<file path="src/rtl/im_loader_if.sv">
// Byte-stream input and instruction-memory write port of the image loader.
// master is the loader side; slave is the byte source / IM side.
interface im_loader_if #(
  parameter int ADDR_W = 10
);
  logic              in_valid;
  logic [7:0]        in_data;
  logic              in_ready;
  logic              mem_we;
  logic [ADDR_W-1:0] mem_addr;
  logic [31:0]       mem_wdata;

  modport master (
    input  in_valid, in_data,
    output in_ready, mem_we, mem_addr, mem_wdata
  );

  modport slave (
    output in_valid, in_data,
    input  in_ready, mem_we, mem_addr, mem_wdata
  );
endinterface

</file>
<file path="src/rtl/im_loader.sv">
// Loads a length-prefixed big-endian byte stream into the instruction memory,
// one 32-bit word per write, starting at word address 0.
module im_loader #(
  parameter int ADDR_W = 10,
  parameter int DEPTH  = 1024
) (
  input  logic            clk,
  input  logic            rst,
  input  logic            start,
  im_loader_if.master     bus,
  output logic            busy,
  output logic            done,
  output logic            err,
  output logic [ADDR_W:0] words_loaded
);

  typedef enum logic [2:0] {
    S_IDLE, S_LEN_HI, S_LEN_LO, S_COLLECT, S_WRITE, S_DONE
  } state_t;

  state_t            state, state_next;
  logic [15:0]       len;
  logic [23:0]       shift;
  logic [1:0]        byte_cnt;
  logic [ADDR_W-1:0] word_idx;
  logic [15:0]       len_n;
  logic              accept, start_load, len_bad, last_word;

  assign accept     = bus.in_valid & bus.in_ready;
  assign start_load = start & ((state == S_IDLE) || (state == S_DONE));
  assign len_n      = {len[15:8], bus.in_data};
  assign len_bad    = (len_n == 16'd0) || (17'(len_n) > 17'(DEPTH));
  assign last_word  = (16'(word_idx) == (len - 16'd1));

  always_ff @(posedge clk) begin
    // NOTE: sequential state uses non-blocking assignments so every flop
    // samples pre-edge values regardless of process ordering.
    if (rst) state <= S_IDLE;
    else     state <= state_next;
  end

  always_comb begin
    // NOTE: every signal driven here gets a default first, so no path
    // through the case can leave it unassigned and infer a latch.
    state_next   = state;
    bus.in_ready = 1'b0;
    bus.mem_we   = 1'b0;
    busy         = 1'b0;
    case (state)
      S_IDLE: if (start) state_next = S_LEN_HI;
      S_LEN_HI: begin
        bus.in_ready = 1'b1;
        busy         = 1'b1;
        if (bus.in_valid) state_next = S_LEN_LO;
      end
      S_LEN_LO: begin
        bus.in_ready = 1'b1;
        busy         = 1'b1;
        if (bus.in_valid) state_next = len_bad ? S_IDLE : S_COLLECT;
      end
      S_COLLECT: begin
        bus.in_ready = 1'b1;
        busy         = 1'b1;
        if (bus.in_valid && byte_cnt == 2'd3) state_next = S_WRITE;
      end
      S_WRITE: begin
        bus.mem_we = 1'b1;
        busy       = 1'b1;
        state_next = last_word ? S_DONE : S_COLLECT;
      end
      S_DONE: if (start) state_next = S_LEN_HI;
      default: state_next = S_IDLE;
    endcase
  end

  // Address/data are captured with the 4th byte so they hold after the write.
  always_ff @(posedge clk) begin
    if (rst) begin
      len          <= '0;
      shift        <= '0;
      byte_cnt     <= '0;
      word_idx     <= '0;
      bus.mem_addr  <= '0;
      bus.mem_wdata <= '0;
      done         <= 1'b0;
      err          <= 1'b0;
      words_loaded <= '0;
    end else begin
      if (start_load) begin
        done         <= 1'b0;
        err          <= 1'b0;
        words_loaded <= '0;
      end
      case (state)
        S_LEN_HI: if (accept) len[15:8] <= bus.in_data;
        S_LEN_LO: if (accept) begin
          len[7:0] <= bus.in_data;
          if (len_bad) begin
            err <= 1'b1;
          end else begin
            byte_cnt <= '0;
            word_idx <= '0;
          end
        end
        S_COLLECT: if (accept) begin
          shift    <= {shift[15:0], bus.in_data};
          byte_cnt <= byte_cnt + 2'd1;
          if (byte_cnt == 2'd3) begin
            bus.mem_addr  <= word_idx;
            bus.mem_wdata <= {shift, bus.in_data};
          end
        end
        S_WRITE: begin
          words_loaded <= words_loaded + 1'b1;
          if (last_word) done <= 1'b1;
          else           word_idx <= word_idx + 1'b1;
        end
        default: ;
      endcase
    end
  end

endmodule

</file>
<file path="src/flat_wrapper.sv">
// flat-port wrapper written by rule: the top's interface ports become plain ports
module im_loader_flat 
#(
  parameter int ADDR_W = 10,
  parameter int DEPTH  = 1024
)
  (clk, rst, start, busy, done, err, words_loaded, bus_in_valid, bus_in_data, bus_in_ready, bus_mem_we, bus_mem_addr, bus_mem_wdata);
  im_loader_if #(.ADDR_W(ADDR_W)) bus_i ();
  input  logic clk;
  input  logic rst;
  input  logic start;
  output logic busy;
  output logic done;
  output logic err;
  output logic [ADDR_W:0] words_loaded;
  input wire logic [$bits(bus_i.in_valid)-1:0] bus_in_valid;
  input wire logic [$bits(bus_i.in_data)-1:0] bus_in_data;
  output wire logic [$bits(bus_i.in_ready)-1:0] bus_in_ready;
  output wire logic [$bits(bus_i.mem_we)-1:0] bus_mem_we;
  output wire logic [$bits(bus_i.mem_addr)-1:0] bus_mem_addr;
  output wire logic [$bits(bus_i.mem_wdata)-1:0] bus_mem_wdata;
  assign bus_i.in_valid = bus_in_valid;
  assign bus_i.in_data = bus_in_data;
  assign bus_in_ready = bus_i.in_ready;
  assign bus_mem_we = bus_i.mem_we;
  assign bus_mem_addr = bus_i.mem_addr;
  assign bus_mem_wdata = bus_i.mem_wdata;
  im_loader #(.ADDR_W(ADDR_W), .DEPTH(DEPTH)) u_core (.clk(clk), .rst(rst), .start(start), .bus(bus_i), .busy(busy), .done(done), .err(err), .words_loaded(words_loaded));
endmodule
</file>
<file path="config.mk">
export PLATFORM = sky130hd
export DESIGN_NAME = im_loader_flat
export DESIGN_NICKNAME = d
export VERILOG_FILES = /design/src/rtl/im_loader_if.sv /design/src/rtl/im_loader.sv /design/src/flat_wrapper.sv
export SDC_FILE = /design/constraint.sdc
export NUM_CORES = 1
export LEC_CHECK = 0
export ABC_CLOCK_PERIOD_IN_PS = 4600
export BUFFER_PORTS_ARGS = -buffer_cell sky130_fd_sc_hd__buf_2
export CORE_MARGIN = 2
export CORE_UTILIZATION = 30
export DETAILED_ROUTE_END_ITERATION = 10
export PLACE_DENSITY = 0.49
export SLEW_MARGIN = 15
export SYNTH_ARGS = -nofsm -noshare
export SYNTH_HDL_FRONTEND = slang
export SYNTH_SLANG_ARGS = --single-unit
</file>
<file path="constraint.sdc">
create_clock -name clk -period 4.6 [get_ports clk]
set_clock_uncertainty 0.1 [all_clocks]
set_input_delay 0.92 -clock clk [delete_from_list [all_inputs] [get_ports clk]]
set_output_delay 0.92 -clock clk [all_outputs]
set_load 0.05 [all_outputs]
</file>
# After elaboration in Yosys (flattened, before gate mapping)
# Index checks and enable logic that the tools add are counted.
# classes
n_bitwise	2
mux	27
n_eq_ne	15
order_cmp	1
reduce_logical	18
add_sub_neg	4
# op_table
op	count
$mux W10	3
$mux W11	2
$pmux W10 S2	1
$eq A10 B16 Y1	1
$gt A16 B11 Y1 const B	1
$logic_not A16 Y1	1
$sub A16 B1 Y16 const B	1
$mux W3	5
$pmux W3 S5	1
$reduce_and A4 Y1	3
$add A11 B1 Y11 const B	1
$add A10 B1 Y10 const B	1
$mux W1	10
$mux W2	4
$ne A2 B1 Y1 const B	4
$ne A2 B2 Y1 const B	4
$eq A3 B2 Y1 const B	2
$eq A3 B3 Y1 const B	2
$reduce_and A2 Y1	3
$reduce_bool A2 Y1	3
$pmux W2 S2	1
$reduce_or A4 Y1	1
$eq A3 B1 Y1 const B	1
$logic_not A3 Y1	1
8 further kinds	10
# totals
output_inout_bits	58
in_bits	12
ff_bits	110
elab_cells	78

# Logic depth before layout (Yosys ltp)
# Gate-level depths: netlist (run 1).
# depth
ltp_word	7
depth_mapped	9

# Worst setup path before layout (run 1)
# OpenSTA, ideal clock, no wires.
# synth_path
kind	input -> register
startpoint	input port bus_in_valid
endpoint	register u_core.word_idx[9]
cell_stages	9
arrival_ps	2687
path_buffers	2
path_slack_ps	1688
path_cell_list	buf_2 > nand2_1 > or3_1 > buf_2 > nor4_1 > nand3_1 > nand2_1 > o2111a_1 > nor3_2
# synth_via
elab_chain_cells	3
# synth_lines
element	line	rtl
start: declaration	flat_wrapper.sv:16	input wire logic [$bits(bus_i.in_valid)-1:0] bus_in_valid;
$and A1 B1 Y1	im_loader.sv:29	assign accept = bus.in_valid & bus.in_ready;
$ne A2 B1 Y1 (no line)	-	
$reduce_and A4 Y1 (no line)	-	
end signal: assignment	im_loader.sv:116	else word_idx <= word_idx + 1'b1;
end: declaration	im_loader.sv:25	logic [ADDR_W-1:0] word_idx;
# No other way between the ends.
# A chain may end at the register's enable or synchronous reset.

# Final worst setup path (run 1)
# layout_path
startpoint	register u_core.state[2]
endpoint	output port bus_mem_we
# layout_via
elab_chain_cells	2
# layout_lines
element	line	rtl
start: declaration	im_loader.sv:21	state_t state, state_next;
start signal: assignment	im_loader.sv:39	else state <= state_next;
$eq A3 B3 Y1	im_loader.sv:49	case (state)
$mux W1	im_loader.sv:49	
end: declaration	flat_wrapper.sv:19	output wire logic [$bits(bus_i.mem_we)-1:0] bus_mem_we;
# No other way between the ends.

==> impl_metrics.toml, run 1 <==
[status]
status = "completed"

[layout]
fin_nets = 703
n_antenna_cell = 0
fillers = 1727
layout_common_cells = "194 x nand2_1, 110 x dfxtp_1, 97 x a21oi_1, 68 x buf_2, 33 x nor2_1"
synthToLayoutAreaGrowth_pct = 16.2
layout-drive-gt1-share_pct = 15.6
final_common_cell = "nand2_1"
fin_util_pct = 35.8

[critical_path]
endpoint_kind = "primary output"
startpoint_type = "register"
worst_ep_arrival_time_ns = 2.20
reg2reg_setup_slack_ns = 1.62
crit_slowest_cell = "dfxtp_1"
cp_cell_sequence = "nand2_1 -> inv_1 -> buf_2"
slowest_delay_ns = 0.60
cp.required_ns = 3.58
cp_max_fo = 16
cpLargestDelayFamily = "buffers and inverters"
cp_num_buf_inv = 2
critPathKind = "register to primary output"

[synth]
yosysTopAreaCellShare_pct = 44.9
yosysSeqAreaShare_pct = 44.9
synth_nets = 654
syn_inst = 638
synth_area_um2 = 4910
synth_area_per_cell_um2 = 7.69
yosysWarnings = 0
async_flop_share_pct = 0
yosys.area.top_type = "dfxtp_1"
synth_edf_count = 0
synth-seq-cells = 110
synthTopCellsByArea = "dfxtp_1 45%, nand2_1 15%, a21oi_1 9.9%"
synth_flop_cell = "dfxtp_1"
synth_cell_types = 54

[sta]
relSlewSlack_pct = 32.7
timing.final.crit_period_ns = 3.22
finalSetupTns_ns = 0
worst_slew_pin_slew_ns = 1.01
finalSetupViolations = 0
final.period_utilization_pct = 70.0
hold_viol_final = 0
rsz0062_at_grt = "false"
clock.fmax_mhz = 310
report.final.slew_viol_count = 0

[global_route]
grt_usage_pct = 15.5
grt_max_degree = 69
antenna_found_initial = 0
grt_pass1_wl_um = 21800
grt_pass1_vias = 4091
grt_overflow = 0

[floorplan]
die_h_um = 132
fp.dieW_um = 132
core-area_um2 = 15900
start_util_pct = 30.8
num_rows = 46
ios = 70
die_area_um2 = 17400

[route]
routedLengthMet1_um = 6880
drt-initial-drc-count = 268
wl_met3_um = 519
totalWireLength_um = 13300
wl_met2_um = 5750
vias = 4498
top_layer = "met4"
first_pass_iters = 6
ant_nets = 0
drcViolationCount = 0
via_per_inst = 4.95
routedWlPerCell_um = 14.7

[power_and_ir_drop]
p_leak_nw = 2.19
powerDensity_nw_per_um2 = 340
p_seq_share_pct = 50.7
p_sw_mw = 0.523
switching_share_pct = 27.0
pwr-share-clk_pct = 39.4
internal_power_mw = 1.41
peakVddDrop_mv = 0.199
comb_power_share_pct = 9.9

[clocking]
htreeDepth = 3
post_cts_buffers = 0
path_clk_slew_ns = 0.07
ctsResizeCount = 0
cts_tree = "built"
hold_buffers = 0
clock_sinks = 110
clockRootBuffer = "clkbuf_16"
clock_path_buffers = 2
cts_buffers = 9
clk-insertion-delay-late_ns = 0.36

[job]
maxCapViolCount = 0

[placed_design]
hpwl_um = 9630
portBuffers = 69
place_congestion = 0.833

[hold_path]
hold_class = "register to register"
Yosys cell counts, types with 2 or more instances:
library cell	number
nand2b_1	3
ha_1	4
nor4_1	3
a22oi_1	5
nor3_1	11
inv_1	10
mux2i_1	8
a211oi_1	7
and4_1	4
a41oi_2	2
a311oi_1	3
a21boi_0	2
a31oi_1	7
o211a_1	3
and3_1	7
o21a_1	2
nor3b_1	2
nand3_1	13
or3_1	5
o22ai_1	2
nand4_1	5
buf_2	5
o211ai_1	8
o2111a_1	2
dfxtp_1	110
a21o_1	2
nand2_1	194
o21ai_0	11
a21oi_1	97
nor2_1	34
xnor2_1	9
or2_2	6
clkbuf_1	31
area by class of cell:
cell class,instances,area [um2],share of cell area [%]
multi-input combinational,481,2520,44.1
sequential,110,2200,38.6
timing repair buffer,75,393,6.89
tap,216,270,4.74
clock buffer,11,243,4.26
clock inverter,5,41.3,0.724
inverter,10,37.5,0.658
worst min-delay path: cells and delay by family, from the launching register on:
family | cells | cell delay (ns)
AO/OA/AOI/OAI | 1 | 0.05
AND/OR/NAND/NOR | 1 | 0.05
flip-flops | 1 | 0.31
flip-flops by register name, indices dropped and copies added, names as in the netlist:
signal                count
u_core.bus.mem_addr      10
u_core.bus.mem_wdata     32
u_core.byte_cnt           2
u_core.done               1
u_core.err                1
u_core.len               16
u_core.shift             24
u_core.state              3
u_core.word_idx          10
u_core.words_loaded      11
power by group through the flow:
stage          logic [mW]  clock network [mW]  registers [mW]
2_1_floorplan       0.148                   0           0.997
3_3_place_gp        0.191                   0            1.00
3_5_place_dp        0.193                   0            1.00
4_1_cts             0.194               0.784           0.981
5_1_grt             0.214               0.829           0.984
6_report            0.192               0.763           0.982
final timing paths:
path / start / to / cells past startpoint
max: u_core.state[2]$_SDFFE_PP0P_ / bus_mem_we / 3
min: u_core.bus.mem_wdata[16]$_SDFFE_PP0P_ / u_core.bus.mem_wdata[16]$_SDFFE_PP0P_ / 2
max reg2reg: u_core.len[0]$_SDFFE_PP0P_ / u_core.word_idx[9]$_SDFFE_PP0P_ / 9
min reg2reg: u_core.bus.mem_wdata[16]$_SDFFE_PP0P_ / u_core.bus.mem_wdata[16]$_SDFFE_PP0P_ / 2
routing by layer:
metal / global-route usage, % / vias up
met3: 3.00 / 13
met2: 22.6 / 102
met4: 5.13 / 0
met5: 0 / -
li1: - / 2300
met1: 22.7 / 2083
kinds of logic (layout without fill, tap and decap cells):
| logic type | Yosys count | after routing | synth area share, % |
|---|---|---|---|
| mux | 9 | 9 | 1.86 |
| flops | 110 | 110 | 44.9 |
| fa+ha+maj | 4 | 4 | 1.02 |
| simple gates | 299 | 299 | 26.9 |
| compound gates | 160 | 160 | 19.8 |
| xor+xnor | 9 | 9 | 1.61 |
| buf+inv | 47 | 101 | 3.88 |
metrics by stage:
step	hold slack, ns	setup slack [ns]	total power, mW	cells	area (um2)
after CTS	0.353	1.34	1.96	908	5700
after detailed placement	0.343	1.56	1.20	892	5420
after global routing	0.375	1.17	2.03	908	5700
final	0.352	1.38	1.94	908	5700
after floorplan	0.332	1.69	1.14	638	4910
after global placement	0.344	1.58	1.19	892	5420
Power figures use the tool's default switching activity.
==> inputs of run 2 (changes only) <==
ABC_CLOCK_PERIOD_IN_PS = 3000   (was 4600)
clock period = 3 ns   (was 4.6 ns; I/O delays follow)
==> run 2 against run 1 <==
  * Sequential share of layout area down 0.43 points
  * First-iteration DRC count decreased by 4.1%
  * Global-route usage up 0.14 points
  * Total power up 53%
  * Sequential cell count unchanged
  * Wire length grew 1.2%
  * Worst hold slack better by 0.00069 ns
  * Largest power group unchanged
==> impl_metrics.toml, run 2 (synthesis results as in run 1) <==
[critical_path]
r2r_start = "u_core.len[0]$_SDFFE_PP0P_"
reg2reg_setup_slack_ns = 0.21
critPathKind = "register to register"
startpoint_type = "register"
reg2reg_depth = 9
cp.required_ns = 3.14
endpoint_kind = "register"
r2r_end = "u_core.word_idx[9]$_SDFFE_PP0P_"
worst_ep_arrival_time_ns = 2.93
cp_max_fo = 7

[hold_path]
holdPathStages = 2
min_to = "u_core.bus.mem_wdata[16]$_SDFFE_PP0P_"
hold_class = "register to register"
hp-start = "u_core.bus.mem_wdata[16]$_SDFFE_PP0P_"

[power_and_ir_drop]
p_leak_nw = 2.22
powerDensity_nw_per_um2 = 515
peakVddDrop_mv = 0.266

[floorplan]
die_h_um = 132
start_util_pct = 30.8
ios = 70
num_rows = 46
core-area_um2 = 15900
fp.dieW_um = 132
die_area_um2 = 17400

[global_route]
grt_usage_pct = 15.6
antenna_found_initial = 0
grt_pass1_wl_um = 22000
grt_max_degree = 73
grt_pass1_vias = 4161
grt_overflow = 0

[placed_design]
dpl-instance-area_um2 = 5480
hpwl_um = 9790
place_congestion = 0.821
portBuffers = 69
post-place-ws_ns = 0.213

[clocking]
cts_buffers = 9
cts_tree = "built"
hold_buffers = 0
clock_path_buffers = 2
clock_sinks = 110
clk-insertion-delay-late_ns = 0.35
path_clk_slew_ns = 0.08
post_cts_buffers = 0
htreeDepth = 3
clockRootBuffer = "clkbuf_16"
ctsResizeCount = 0

[sta]
setup_ws_ns = 0.210
timing.final.crit_period_ns = 2.79
hold_viol_final = 0
relSlewSlack_pct = 48.3
rsz0062_at_grt = "false"
worst_slew_pin_slew_ns = 0.775
final.period_utilization_pct = 93.0
finalSetupViolations = 0
holdWs_ns = 0.353
finalSetupTns_ns = 0
clock.fmax_mhz = 358
report.final.slew_viol_count = 0

[route]
vias = 4575
first_pass_iters = 5
routedWlPerCell_um = 14.7
totalWireLength_um = 13500
drt-initial-drc-count = 257
ant_nets = 0
drcViolationCount = 0
via_per_inst = 4.99

[layout]
layout-drive-gt1-share_pct = 16.6
layout_common_cells = "194 x nand2_1, 110 x dfxtp_1, 97 x a21oi_1, 68 x buf_2, 33 x nor2_1"
n_antenna_cell = 0
largest-register = "u_core.bus.mem_wdata"
largest_registers = "u_core.bus.mem_wdata x32, u_core.shift x24, u_core.len x16"
final_common_cell = "nand2_1"
largest_reg_flops = 32
synthToLayoutAreaGrowth_pct = 17.5
final_cell_area_um2 = 5770
fin_nets = 711

[job]
maxCapViolCount = 0

[status]
status = "completed"
[run 2: cell count changes in the layout (fill, tap and decap cells not counted), sizes merged]
cell      previous run  this run
clkbuf              11        10
buf                 75        83
inv                 12        11
clkinvlp             1         3
[run 2: area by class of cell]
cell class	instances	area, um2
timing repair buffer	83	453
fill	1743	10200
tap	216	270
clock inverter	6	58.8
clock buffer	10	229
sequential	110	2200
multi-input combinational	481	2520
inverter	10	37.5
[run 2: critical path, cell delays in order (launching register included)]
cell	delay, ns
dfxtp_1	0.34
inv_1	0.08
ha_1	0.15
or4b_4	0.47
or3_4	0.35
mux2i_1	0.13
mux2i_1	0.30
a41oi_2	0.29
a311oi_1	0.38
nor3_2	0.08
[run 2: worst max-delay path by stage]
stage,startpoint,endpoint,slack [ns]
after global placement,bus_in_data[6],u_core.word_idx[4]$_SDFFE_PP0P_,0.27
final,u_core.len[0]$_SDFFE_PP0P_,u_core.word_idx[9]$_SDFFE_PP0P_,0.21
after detailed placement,bus_in_data[6],u_core.word_idx[4]$_SDFFE_PP0P_,0.21
after CTS,u_core.len[0]$_SDFFE_PP0P_,u_core.word_idx[9]$_SDFFE_PP0P_,0.20
after global routing,u_core.len[0]$_SDFFE_PP0P_,u_core.word_idx[9]$_SDFFE_PP0P_,0.05
after floorplan,u_core.len[0]$_SDFFE_PP0P_,u_core.word_idx[9]$_SDFFE_PP0P_,0.31
[run 2: metrics by stage]
| step | util [%] | power [mW] | instances |
|---|---|---|---|
| after floorplan | - | 1.76 | 638 |
| after global placement | 34.4 | 1.84 | 900 |
| after detailed placement | 34.4 | 1.84 | 900 |
| after CTS | 36.2 | 3.01 | 916 |
| after global routing | 36.2 | 3.11 | 916 |
| final | 36.2 | 2.97 | 916 |
[run 2: power breakdown]
part / switching [mW] / internal (mW)
registers: 0.0272 / 1.48
clock network: 0.580 / 0.579
logic: 0.204 / 0.101
total: 0.811 / 2.16
[run 2: layer usage]
| layer | part of all wire [%] | global-route usage (%) | up-vias |
|---|---|---|---|
| met5 | 0 | 0 | - |
| met4 | 1.5 | 5.43 | 0 |
| met3 | 3.9 | 2.96 | 18 |
| met2 | 44 | 23.1 | 101 |
| met1 | 51 | 22.6 | 2146 |
| li1 | - | - | 2310 |
